<file path="src/rtl/clkdiv_pkg.sv">
// Shared constants, per-channel config record and index-width helper for clk_div_bank.
package clkdiv_pkg;

  localparam int unsigned CLKDIV_MAX_NCH     = 16;
  // Widest divide value a channel can hold; channel W must not exceed this.
  localparam int unsigned CLKDIV_DIV_W       = 32;
  localparam logic [27:0] CLKDIV_DEFAULT_DIV = 28'd49_999_999;

  typedef struct packed {
    logic [CLKDIV_DIV_W-1:0] div;
    logic                    en;
  } ch_cfg_t;

  function automatic int unsigned chan_w(input int unsigned n);
    return (n > 1) ? $clog2(n) : 1;
  endfunction

endpackage

</file>
<file path="src/rtl/clkdiv_channel.sv">
// One divider channel: counter, shadow config, pending flag and terminal-count apply.
// CLKDIV_TICK_EN adds a registered rising-edge pulse output.
module clkdiv_channel
  import clkdiv_pkg::*;
#(
  parameter int unsigned  W           = 28,
  parameter logic [W-1:0] DEFAULT_DIV = W'(CLKDIV_DEFAULT_DIV),
  parameter bit           RESET_EN    = 1'b1
) (
  input  logic         clk,
  input  logic         reset,
  input  logic         load,
  input  logic [W-1:0] load_div,
  input  logic         load_en,
  input  logic         sync,
  output logic         clk_out,
`ifdef CLKDIV_TICK_EN
  output logic         tick,
`endif
  output logic         pending
);

  ch_cfg_t      act_q, act_d;
  ch_cfg_t      shd_q, shd_d;
  logic         pend_q, pend_d;
  logic [W-1:0] cnt_q, cnt_d;
  logic         clk_q, clk_d;
  logic         tc;

  // >= rather than == so a lowered div can never strand the counter.
  assign tc = act_q.en && (CLKDIV_DIV_W'(cnt_q) >= act_q.div);

  always_comb begin
    act_d  = act_q;
    shd_d  = shd_q;
    pend_d = pend_q;
    cnt_d  = cnt_q;
    clk_d  = clk_q;
    if (sync) begin
      cnt_d = '0;
      clk_d = 1'b0;
      if (pend_q) begin
        act_d  = shd_q;
        pend_d = 1'b0;
      end
    end else if (pend_q && (tc || !act_q.en)) begin
      act_d  = shd_q;
      pend_d = 1'b0;
      cnt_d  = '0;
      clk_d  = act_q.en && shd_q.en && !clk_q;
    end else if (tc) begin
      cnt_d = '0;
      clk_d = !clk_q;
    end else if (act_q.en) begin
      cnt_d = cnt_q + W'(1);
    end else begin
      cnt_d = '0;
      clk_d = 1'b0;
    end
    // Accepts only happen while pend_q is clear, so they never race an apply.
    if (load) begin
      shd_d.div = CLKDIV_DIV_W'(load_div);
      shd_d.en  = load_en;
      pend_d    = 1'b1;
    end
  end

  always_ff @(posedge clk or negedge reset) begin
    if (!reset) begin
      act_q  <= '{div: CLKDIV_DIV_W'(DEFAULT_DIV), en: RESET_EN};
      shd_q  <= '0;
      pend_q <= 1'b0;
      cnt_q  <= '0;
      clk_q  <= 1'b0;
    end else begin
      act_q  <= act_d;
      shd_q  <= shd_d;
      pend_q <= pend_d;
      cnt_q  <= cnt_d;
      clk_q  <= clk_d;
    end
  end

`ifdef CLKDIV_TICK_EN
  logic tick_q;

  always_ff @(posedge clk or negedge reset) begin
    if (!reset) tick_q <= 1'b0;
    else        tick_q <= clk_d && !clk_q;
  end

  assign tick = tick_q;
`endif

  assign clk_out = clk_q;
  assign pending = pend_q;

endmodule

</file>
<file path="src/rtl/clk_div_bank.sv">
// Bank of NCH programmable 50%-duty clock dividers behind a valid/ready config port.
// CLKDIV_TICK_EN adds the per-channel tick output.
module clk_div_bank
  import clkdiv_pkg::*;
#(
  parameter int unsigned  NCH         = 4,
  parameter int unsigned  W           = 28,
  parameter logic [W-1:0] DEFAULT_DIV = W'(CLKDIV_DEFAULT_DIV),
  parameter bit           RESET_EN    = 1'b1,
  localparam int unsigned CW          = chan_w(NCH)
) (
  input  logic           clk,
  input  logic           reset,
  input  logic           cfg_valid,
  output logic           cfg_ready,
  input  logic [CW-1:0]  cfg_chan,
  input  logic [W-1:0]   cfg_div,
  input  logic           cfg_en,
  input  logic           sync,
`ifdef CLKDIV_TICK_EN
  output logic [NCH-1:0] tick,
`endif
  output logic [NCH-1:0] clk_out
);

  logic [NCH-1:0] pend;
  logic [NCH-1:0] load;

  // Out-of-range channels match nothing: ready stays high and the write is dropped.
  always_comb begin
    cfg_ready = 1'b1;
    for (int unsigned c = 0; c < NCH; c++) begin
      if (cfg_chan == CW'(c)) cfg_ready = !pend[c];
    end
  end

  always_comb begin
    load = '0;
    for (int unsigned c = 0; c < NCH; c++) begin
      load[c] = cfg_valid && cfg_ready && (cfg_chan == CW'(c));
    end
  end

  for (genvar g = 0; g < NCH; g++) begin : g_ch
    clkdiv_channel #(
      .W           (W),
      .DEFAULT_DIV (DEFAULT_DIV),
      .RESET_EN    (RESET_EN)
    ) u_ch (
      .clk      (clk),
      .reset    (reset),
      .load     (load[g]),
      .load_div (cfg_div),
      .load_en  (cfg_en),
      .sync     (sync),
      .clk_out  (clk_out[g]),
`ifdef CLKDIV_TICK_EN
      .tick     (tick[g]),
`endif
      .pending  (pend[g])
    );
  end

endmodule
</file>
<file path="config.mk">
export PLATFORM = sky130hd
export DESIGN_NAME = clk_div_bank
export DESIGN_NICKNAME = d
export VERILOG_FILES = /design/src/rtl/clkdiv_pkg.sv /design/src/rtl/clkdiv_channel.sv /design/src/rtl/clk_div_bank.sv
export SDC_FILE = /design/constraint.sdc
export NUM_CORES = 1
export LEC_CHECK = 0
export CORE_UTILIZATION = 60
export CTS_CLUSTER_SIZE = 20
export DETAILED_ROUTE_END_ITERATION = 8
export GPL_TIMING_DRIVEN = 1
export PLACE_DENSITY = 0.87
export SLEW_MARGIN = 20
export SYNTH_ARGS = -nofsm -noshare
export SYNTH_HDL_FRONTEND = slang
export SYNTH_HIERARCHICAL = 1
export SYNTH_SLANG_ARGS = --single-unit
</file>
<file path="constraint.sdc">
create_clock -name clk -period 5 [get_ports clk]
set_input_delay 1 -clock clk [delete_from_list [all_inputs] [get_ports clk]]
set_output_delay 1 -clock clk [all_outputs]
set_load 0.005 [all_outputs]
</file>
### Yosys cells after proc, flatten, opt, wreduce, memory -nomap -nowiden

Index checks and enable logic that the tools add are counted.

* logic and storage cells: 157
* register bits after elaboration: 368
* ROM bits: 0
* input port bits: 35
* output and inout bits: 5
* latch bits: 0
* bits in writable memories: 0
* memories: 0

* multiply operators: 0
* magnitude comparators: 4
* equal/unequal tests: 11
* shift operators: 0
* reduce and logical (&&, ||, !) cells: 50
* muxes and demuxes: 60
* div/mod/pow operators: 0
* bitwise gates (word level): 0
* $add $sub $neg: 4

Operator list (count)
* $mux W28: 16
* $mux W33: 12
* $ge A28 B32 Y1: 4
* $add A28 B1 Y28 const B: 4
* $mux W1: 32
* $logic_and A1 B1 Y1: 21
* $ne A4 B4 Y1 const B: 4
* $logic_not A1 Y1: 12
* $reduce_bool A3 Y1: 4
* $ne A2 B1 Y1 const B: 4
* $reduce_and A2 Y1: 4
* $reduce_bool A2 Y1: 4
* $eq A2 B2 Y1 const B: 2
* $logic_or A1 B1 Y1: 4
* $eq A2 B1 Y1 const B: 1
* $logic_not A2 Y1: 1

### Depth between registers and ports, before layout

Gate-level depths: netlist of the first run.

* depth in word-level cells: 8
* mapped depth: 10
* gate-level depth less buffers: 8

### By module

Netlist of the first run, hierarchy kept.

By module, submodules not included
* clkdiv_channel at g_ch[0].u_ch ...: seq. area each 2225.9 µm², area an instance 4306.6 µm², times used 3, cells an instance 363
* clkdiv_channel at g_ch[1].u_ch: seq. area each 2225.9 µm², area an instance 4297.9 µm², times used 1, cells an instance 365
* clk_div_bank: seq. area each 0.0 µm², area an instance 61.3 µm², times used 1, cells an instance 7

### Least setup slack after synthesis of the first run

No wires, ideal clock.

* path kind: flip-flop to flip-flop
* from: reg g_ch[1].u_ch/act_q[14] in the netlist's numbering
* to: reg g_ch[1].u_ch/act_q[19] in the netlist's numbering
* path slack: 2.390 ns
* stages on the path, launching flop included: 11
* clock period less this slack: 2.610 ns
* buffers on the path: 2
* library setup time: 0.125 ns
* data required time: 4.875 ns
* arrival time: 2.485 ns
* path through: dfstp_2 > inv_1 > ha_1 > nand4_1 > or3_1 > a221o_1 > a31oi_2 > o31ai_2 > buf_6 > buf_6 > mux2_4

* cells in the longest elaborated chain, start to end: 6

RTL lines
* start, declared: RTL line clkdiv_channel.sv:23 `ch_cfg_t act_q, act_d;`
* start signal, assigned: RTL line clkdiv_channel.sv:70 `act_q <= '{div: CLKDIV_DIV_W'(DEFAULT_DIV), en: RESET_EN};`
* start signal, assigned: RTL line clkdiv_channel.sv:76 `act_q <= act_d;`
* $ge A28 B32 Y1: RTL line clkdiv_channel.sv:31 `assign tc = act_q.en && (CLKDIV_DIV_W'(cnt_q) >= act_q.div);`
* $logic_and A1 B1 Y1: RTL line clkdiv_channel.sv:31
* $logic_or A1 B1 Y1: RTL line clkdiv_channel.sv:46 `end else if (pend_q && (tc || !act_q.en)) begin`
* $logic_and A1 B1 Y1: RTL line clkdiv_channel.sv:46
* $reduce_bool A2 Y1 (no line)
* $reduce_and A2 Y1 (no line)

No other way between the ends.
A chain may end at the register's enable or synchronous reset.

### Worst setup path in the final report of the first run

* from: in cfg_chan[0]
* to: out cfg_ready

* cells in the longest elaborated chain, start to end: 5
* elaborated cells between the ends (all ways): 8
* those cells by class: eq/ne: 3; mux: 4; reduce/logical: 1

RTL lines
* start, declared: RTL line clk_div_bank.sv:16 `input logic [CW-1:0] cfg_chan,`
* $logic_not A2 Y1: RTL line clk_div_bank.sv:33 `if (cfg_chan == CW'(c)) cfg_ready = !pend[c];`
* $mux W1 (3 in a row): RTL line clk_div_bank.sv:33
* $mux W1 (*): RTL line clk_div_bank.sv:33
* end, declared: RTL line clk_div_bank.sv:15 `output logic cfg_ready,`

Mark *: on every way between the ends. The rest lies on a longest branch, timed or not.

==> impl_summary.md, run 1 <==
Run status
The run finished with clean final reports.

Setup path
The count of cells along the worst register-to-register path is 9. The worst-path maximum fanout is 5. For flop-to-flop paths, the worst setup slack is between 1500 and 2000 ps. The kind of launch point of the worst setup path is an input pin. For the worst setup path, the data required time is roughly 4000 ps. The worst register-to-register path begins at g_ch[3].u_ch/act_q[26]$_DFFE_PN1P_. The kind of critical path is input pin to primary output. For the worst setup path, the data arrival time is about 2700 ps. STA classifies the critical path endpoint as a primary output. The endpoint of the worst-slack reg-to-reg timing path is g_ch[3].u_ch/act_q[10]$_DFFE_PN0P_.

Floorplan
The die is 172 um wide. The die covers 0.0295 sq mm. 40 I/O pins were placed. The core region is 0.0281 sq mm.

After floorplanning, the core was divided into just over 60 placement rows. From bottom edge to top edge, the die measures about 170 um. The initial utilization of the core area, before any placement, comes to 0.615.

Cells and area
The most common cell after layout, fill and taps aside is dfrtp_1. The finished cells cover a little under 0.02 sq mm. In the layout the commonest cells are 276 x dfrtp_1, 192 x mux2_2, 155 x nor2_1, 137 x inv_1, 116 x ha_1. 0 antenna diodes ended up in the layout.

The share of cells above drive strength 1 is 0.259. The fill cell total of the finished layout is 1,906. The total area of sequential cells is 0.00890 sq mm. At the end of the flow, the number of nets in the layout was between 1,500 and 2,000. The footprint of the multi-input gates is 0.00769 sq mm. The number of standard cells in the layout, taps in and fillers out is 1,914. The share of the core filled with cells is 0.690. From synthesis to final layout, the design area changed by 12.1%.

Timing
For the pin with the worst max-slew slack, the measured transition is around 1000 ps. Clock skew on the completed layout was measured at 17.7 ps. Setup violations remaining at the end of the flow were counted as 0.

After layout, the worst setup slack is 1320 ps. The fmax is 0.272 GHz. The total negative slack is 0 ps.

The final-report hold violation count is 0. The final period demand of the worst path is approximately 3700 ps. The worst-case headroom to the max-slew limit is 0.308.

Setup repair after global routing left no endpoint under its margin. Of the available clock period, the critical path in the final layout requires 0.736. The final-report max-slew violation count is 0.

Power and ir drop
Of the total power, the share spent switching nets is 0.286. The combinational share of power is 0.228. The net switching component of the power is approximately 0.0026 W. VDD sags by at most 251 uV. Summed over all cells, the static leakage comes to 8.74 nW. The internal power of the cells is 0.00658 W.

Of the total power, registers draw 0.459. Of the total power, the clock network draws 0.312. The power density of the placed cells is 475 mW/mm^2.

Global routing
The first-pass GRT wire length is 62,300 um. For this run the aggregate overflow at the end of global routing stands at 0. The initial antenna violation count is 0. The via count of the first global-routing pass is 11,900.

Entering global routing, the biggest net connects 120 pins. The total routing resource utilization after global routing is 0.277.

Synthesis
The most used flip-flop cell after synthesis is dfrtp_1. The mean cell area of the mapped netlist is 11.8 sq um. When the netlist entered floorplanning its net count stood at 1,612.

Of all flip-flops after synthesis, the portion carrying an async set or reset was 1.00. After synthesis, the netlist uses 42 different library cells. The Yosys step of the flow raised 6 warnings. The register bit count reported by yosys is 352. In this run the cell area of the synthesized design comes to 0.0173 sq mm. The gate count of the mapped netlist is 1,461. Counting flops with a built-in enable in the synthesized netlist gives 0. For this run, the register share of the synthesized area comes to 0.515.

Detailed routing
For this run, design rule violations remaining after detail routing come to 0. The first routing iteration left 720 violations. The average via count per standard cell is 5.81.

The post-detailed-route count of antenna-violating nets is 0. Dividing the detail-routed wire length by the instance count gives approximately 20 um. For this block, the routed nets add up to 38,500 um of wire. The detailed-router iteration count before antenna repair is 5. The total number of vias is 11,100.

Min path
Counting instances, the worst hold path has a depth of 1. The end point of the worst hold path is g_ch[0].u_ch/act_q[19]$_DFFE_PN0P_. The hold path startpoint is g_ch[0].u_ch/shd_q[19]$_DFFE_PN0P_. The path type of the worst min-delay path is flip-flop to flip-flop.

CTS
The clock drives approximately 350 sinks. The clock transition at the registers of the reported paths is about 60 ps. The buffer cell driving the clock tree root is clkbuf_16. The clock passes through at most 3 buffers. The number of clock buffers inserted by TritonCTS is 37. The number of hold buffers added after CTS is 0. In this run the number of H-tree levels came out at 2. The clock insertion delay at the later pin of the skew report is between 500 and 600 ps. In this run, post-CTS repair resized a total of 0 instances. TritonCTS built the clock tree.

The post-CTS setup-driven buffer insertion count is 0.

Placement
The post-detailed-placement cell area is 0.0181 sq mm. Timing analysis after detailed placement gives a worst setup slack of 1310 ps. The post-DP HPWL is 25,100 um. The count of input and output buffers is 39. The congestion estimate from routability-driven global placement came to roughly 0.82. The number of placed cells counting well taps is 1,847.

Job
The tool flagged a number of max-cap violations equal to 0.
[routing by layer]
| metal | GRT usage | share of wire |
|---|---|---|
| met5 | 0 | 0 |
| met1 | 0.335 | 0.40 |
| met2 | 0.467 | 0.49 |
| met4 | 0.159 | 0.060 |
| met3 | 0.0469 | 0.045 |
[Yosys cell counts (8+ instances only)]
library cell	n	area share
dfrtp_1	276	0.40
nor3_1	19	0.0055
buf_6	8	0.0052
a21oi_1	27	0.0078
a211oi_1	15	0.0065
nand3_1	45	0.013
nand4_1	37	0.013
mux2_4	40	0.035
and3_1	24	0.0087
inv_1	137	0.030
xnor2_1	38	0.019
mux2_2	192	0.13
nand2_1	62	0.013
clkbuf_1	23	0.0050
xor2_1	66	0.033
buf_2	12	0.0035
ha_1	116	0.084
nor2_1	155	0.034
dfstp_2	76	0.12
o21ai_0	32	0.0093
[final cells by class]
| cell class | count | area share |
|---|---|---|
| timing repair buffer | 51 | 0.0264 |
| clock buffer | 53 | 0.0551 |
| tap | 378 | 0.0244 |
| clock inverter | 14 | 0.0110 |
| multi-input combinational | 929 | 0.397 |
| inverter | 137 | 0.0265 |
| sequential | 352 | 0.460 |
[power by group through the flow]
stage               logic, W  registers (W)  clock network, W
finish               0.00210        0.00423           0.00288
CTS                  0.00212        0.00422           0.00292
floorplan            0.00158        0.00406                 0
detailed placement   0.00205        0.00424                 0
global route         0.00234        0.00430           0.00302
global placement     0.00191        0.00420                 0
[cell families after synthesis]
family,synth area share
xor+xnor,0.0527
buf+inv,0.0434
compound gates,0.0435
mux,0.161
simple gates,0.0999
fa+ha+maj,0.0840
flops,0.515
[state kept, by name (all words and copies together) (netlist names)]
name	cells
g_ch.u_ch/act_q	116
g_ch.u_ch/clk_out	4
g_ch.u_ch/cnt_q	112
g_ch.u_ch/pending	4
g_ch.u_ch/shd_q	116
[through the flow]
stage / hold slack (ps) / power, W
global placement: 481 / 0.00610
floorplan: 474 / 0.00564
finish: 498 / 0.00921
global route: 521 / 0.00966
CTS: 501 / 0.00926
detailed placement: 492 / 0.00629
[worst max-delay path: stages]
cell,delay [ps]
clkdlybuf4s50_1,590
mux4_2,530
inv_1,70
clkdlybuf4s50_1,490
[worst max path at each step]
stage | from | slack, ps | to
4_1_cts | cfg_chan[0] | 1310 | cfg_ready
2_1_floorplan | g_ch[1].u_ch/act_q[14]$_DFFE_PN1P_ | 2390 | g_ch[1].u_ch/act_q[19]$_DFFE_PN0P_
6_report | cfg_chan[0] | 1320 | cfg_ready
3_5_place_dp | cfg_chan[0] | 1310 | cfg_ready
3_3_place_gp | cfg_chan[0] | 1310 | cfg_ready
5_1_grt | cfg_chan[0] | 1220 | cfg_ready
Note: power is estimated with default switching activity, not from simulation.
==> run 2: changes to the inputs <==
CORE_UTILIZATION = 56   (was 60)
PLACE_DENSITY = 0.86   (was 0.87)
clock period = 3 ns   (was 5 ns; I/O delays follow)
==> run 2 against run 1 <==
Register-to-register slack got worse by 1500 ps; routed wire length rose by 1.7%; power rose by 69%; clock skew rose by 2.9 ps; largest cell class unchanged; clock power rose by 74%; highest routed layer unchanged; global-route usage fell by 1.6 points.
==> impl_summary.md, run 2 (synthesis results as in run 1) <==
Run status
The flow ran to the end, and the final reports show no timing, DRC or antenna violations.

CTS
The buffer cell driving the clock tree root is clkbuf_16. The post-cts gate resize count is 0. The TritonCTS clock tree is built. The post-CTS setup-driven buffer insertion count is 0. The clock passes through at most 3 buffers. The number of clock buffers inserted by TritonCTS is 37.

The clock tree synthesis step divided the H-tree into 2 levels. Hold repair after CTS inserted 0 buffers. The tree built by TritonCTS fans out to 352 sinks. The clock insertion delay at the later pin of the skew report is 520 ps. Clock-pin slew was measured on the worst setup and hold paths at 60 ps.

Floorplan
The die outline area is roughly 0.032 sq mm. The die is approximately 180 um wide. The region available for standard cell placement spans approximately 0.03 sq mm.

The initial utilization of the core area, before any placement, comes to 0.575. The total number of placement rows is 63. The vertical extent of the die is 178 um. The I/O pin count is 40.

Setup path
The critical path goes through ha_1 > nand2b_1 > a2111o_1 > a32oi_1 > a2111oi_2 > buf_4 > o31ai_4 > buf_12 > mux2_2. The count of cells along the worst register-to-register path is 9. In this run the worst path has a maximum fanout of 29. In this design, the stage delay of the slowest critical-path cell is 530 ps. For this design, the slowest cell found on the critical path is dfstp_2. The gate family responsible for the most delay along the worst path is compound AO/OA/AOI/OAI gates. The kind of launch point of the worst setup path is a flip-flop.

For the worst setup path, the data arrival time is 3340 ps. The required arrival time at the worst endpoint is around 3400 ps. The endpoint type of the worst setup path is a flip-flop. The number of buffer and inverter stages on the critical path is 2. The depth of the critical timing path with buffers and inverters included is 9. The critical path in this run is classified as flip-flop to flip-flop.

Job
The number of maximum-capacitance constraint violations is 0.

Cells and area
Relative to the synthesized area, the layout overhead comes to 13.9%. Leaving out fill and tap cells, the most frequent cells in the layout are 276 x dfrtp_1, 192 x mux2_2, 155 x nor2_1, 137 x inv_1, 116 x ha_1. Leaving out fill and tap cells, the most frequent cell in the layout is dfrtp_1.

The largest registers in the layout are g_ch.u_ch/act_q (116), g_ch.u_ch/shd_q (116), g_ch.u_ch/cnt_q (112). The final net count is between 1,500 and 2,000. The fill cell total of the finished layout is 2,029. The total area of sequential cells is ~0.0089 sq mm.

The number of standard cells in the layout, taps in and fillers out is 1,948. The multi-input combinational cells in the finished layout cover a total of 0.00769 sq mm. The share of cells above drive strength 1 is 0.270.

Placement
The final estimated routing congestion in global placement is 0.825. The number of placed cells counting well taps is 1,875. The worst setup slack before clock tree synthesis is 140 ps. The count of input and output buffers is 39. The wire-length estimate of the detail-placed layout is 25,800 um.

Detailed routing
The routed layout has 11,300 vias. The first routing iteration left 639 violations. After detailed routing, the number of remaining DRC violations is 0. The average via count per standard cell is slightly below 6. The post-detailed-route count of antenna-violating nets is 0. After detailed routing, the average wire length per cell comes to 20.1 um. The first detailed-routing pass took 5 iterations. Wires add up to 39,100 um.

Power and ir drop
Of the total power, the share spent switching nets is 0.282. The power share of the sequential group is 0.449. Summed over all nets, the switching power comes to approximately 0.0044 W. The design draws ~0.016 W.

The fraction of power consumed by the clock network is 0.321. Of the total power, combinational logic draws 0.231. The internal portion of the total power is 0.0112 W. Across the VDD grid, the largest voltage drop is between 400 and 500 uV.

For this design the static power due to leakage is a little under 9 nW. The power density of the placed cells is 792 mW/mm^2.

Global routing
The initial antenna violation count is 1. The first-pass GRT wire length is 63,000 um. In the global route stage, overall resource usage came out at 0.260. After global routing the overflow that remains totals 0.

Entering global routing, the biggest net connects 82 pins. The via count of the first global-routing pass was about 12,000.

Timing
In the finished design, the share of the clock period the worst path needs comes to 0.977. Setup repair after global routing left no endpoint under its margin. The final period demand of the worst path is 2930 ps. After routing, the total negative slack on setup checks comes to 0 ps. The final worst hold slack is 31.5 ps. Setup slack closes at between 60 and 70 ps.

Setup violations remaining at the end of the flow were counted as 0. The worst-margin pin slew is 754 ps. The worst pin sits at a relative slew slack of 0.496. Clock skew on the completed layout was measured at between 20 and 25 ps. The final-report hold violation count is 0. The final-report max-slew violation count was 0. The fmax is 0.341 GHz.

Min path
The path type of the worst min-delay path is input pin to asynchronous set/reset pin.
## run 2: through the flow
stage	util	instance area (sq um)
after global placement	0.610	18300
after CTS	0.654	19700
final	0.655	19700
after floorplan	-	17300
after global routing	0.655	19700
after detailed placement	0.610	18300
## run 2: path summary, 6_finish.rpt
kind | start | to | slack [ps]
worst max-delay path | g_ch[2].u_ch/act_q[1]$_DFFE_PN1P_ | g_ch[2].u_ch/act_q[12]$_DFFE_PN0P_ | 70
worst min-delay path | reset | g_ch[2].u_ch/shd_q[6]$_DFFE_PN0P_ | 30
worst max register to register | g_ch[2].u_ch/act_q[1]$_DFFE_PN1P_ | g_ch[2].u_ch/act_q[12]$_DFFE_PN0P_ | 70
worst min register to register | g_ch[2].u_ch/shd_q[13]$_DFFE_PN0P_ | g_ch[2].u_ch/act_q[13]$_DFFE_PN1P_ | 490
max in group asynchronous | reset | g_ch[0].u_ch/act_q[26]$_DFFE_PN1P_ | 2110
min in group clk | g_ch[2].u_ch/shd_q[13]$_DFFE_PN0P_ | g_ch[2].u_ch/act_q[13]$_DFFE_PN1P_ | 490
## run 2: routing by layer
metal	part of all wire	GRT usage
met1	0.39	0.314
met2	0.49	0.440
met3	0.053	0.0405
met4	0.063	0.158
met5	0	0
## run 2: area by class of cell
class | instances | area share
sequential | 352 | 0.452
multi-input combinational | 929 | 0.391
antenna | 2 | 0.000254
tap | 390 | 0.0248
clock buffer | 53 | 0.0558
inverter | 137 | 0.0261
clock inverter | 15 | 0.0122
timing repair buffer | 70 | 0.0376
## run 2: worst reg2reg max path, stage by stage, from the launching register on
cell and delay [ps]:
dfstp_2 530, ha_1 230, nand2b_1 140, a2111o_1 410, a32oi_1 360, a2111oi_2 130, buf_4 170, o31ai_4 210
buf_12 260, mux2_2 380
## run 2: power by group through the flow
| stage | logic, W | clock network [W] | registers, W |
|---|---|---|---|
| final | 0.00360 | 0.00500 | 0.00699 |
| after global routing | 0.00398 | 0.00526 | 0.00713 |
| after CTS | 0.00361 | 0.00507 | 0.00699 |
| after detailed placement | 0.00351 | 0 | 0.00704 |
| after global placement | 0.00326 | 0 | 0.00696 |
| after floorplan | 0.00263 | 0 | 0.00676 |
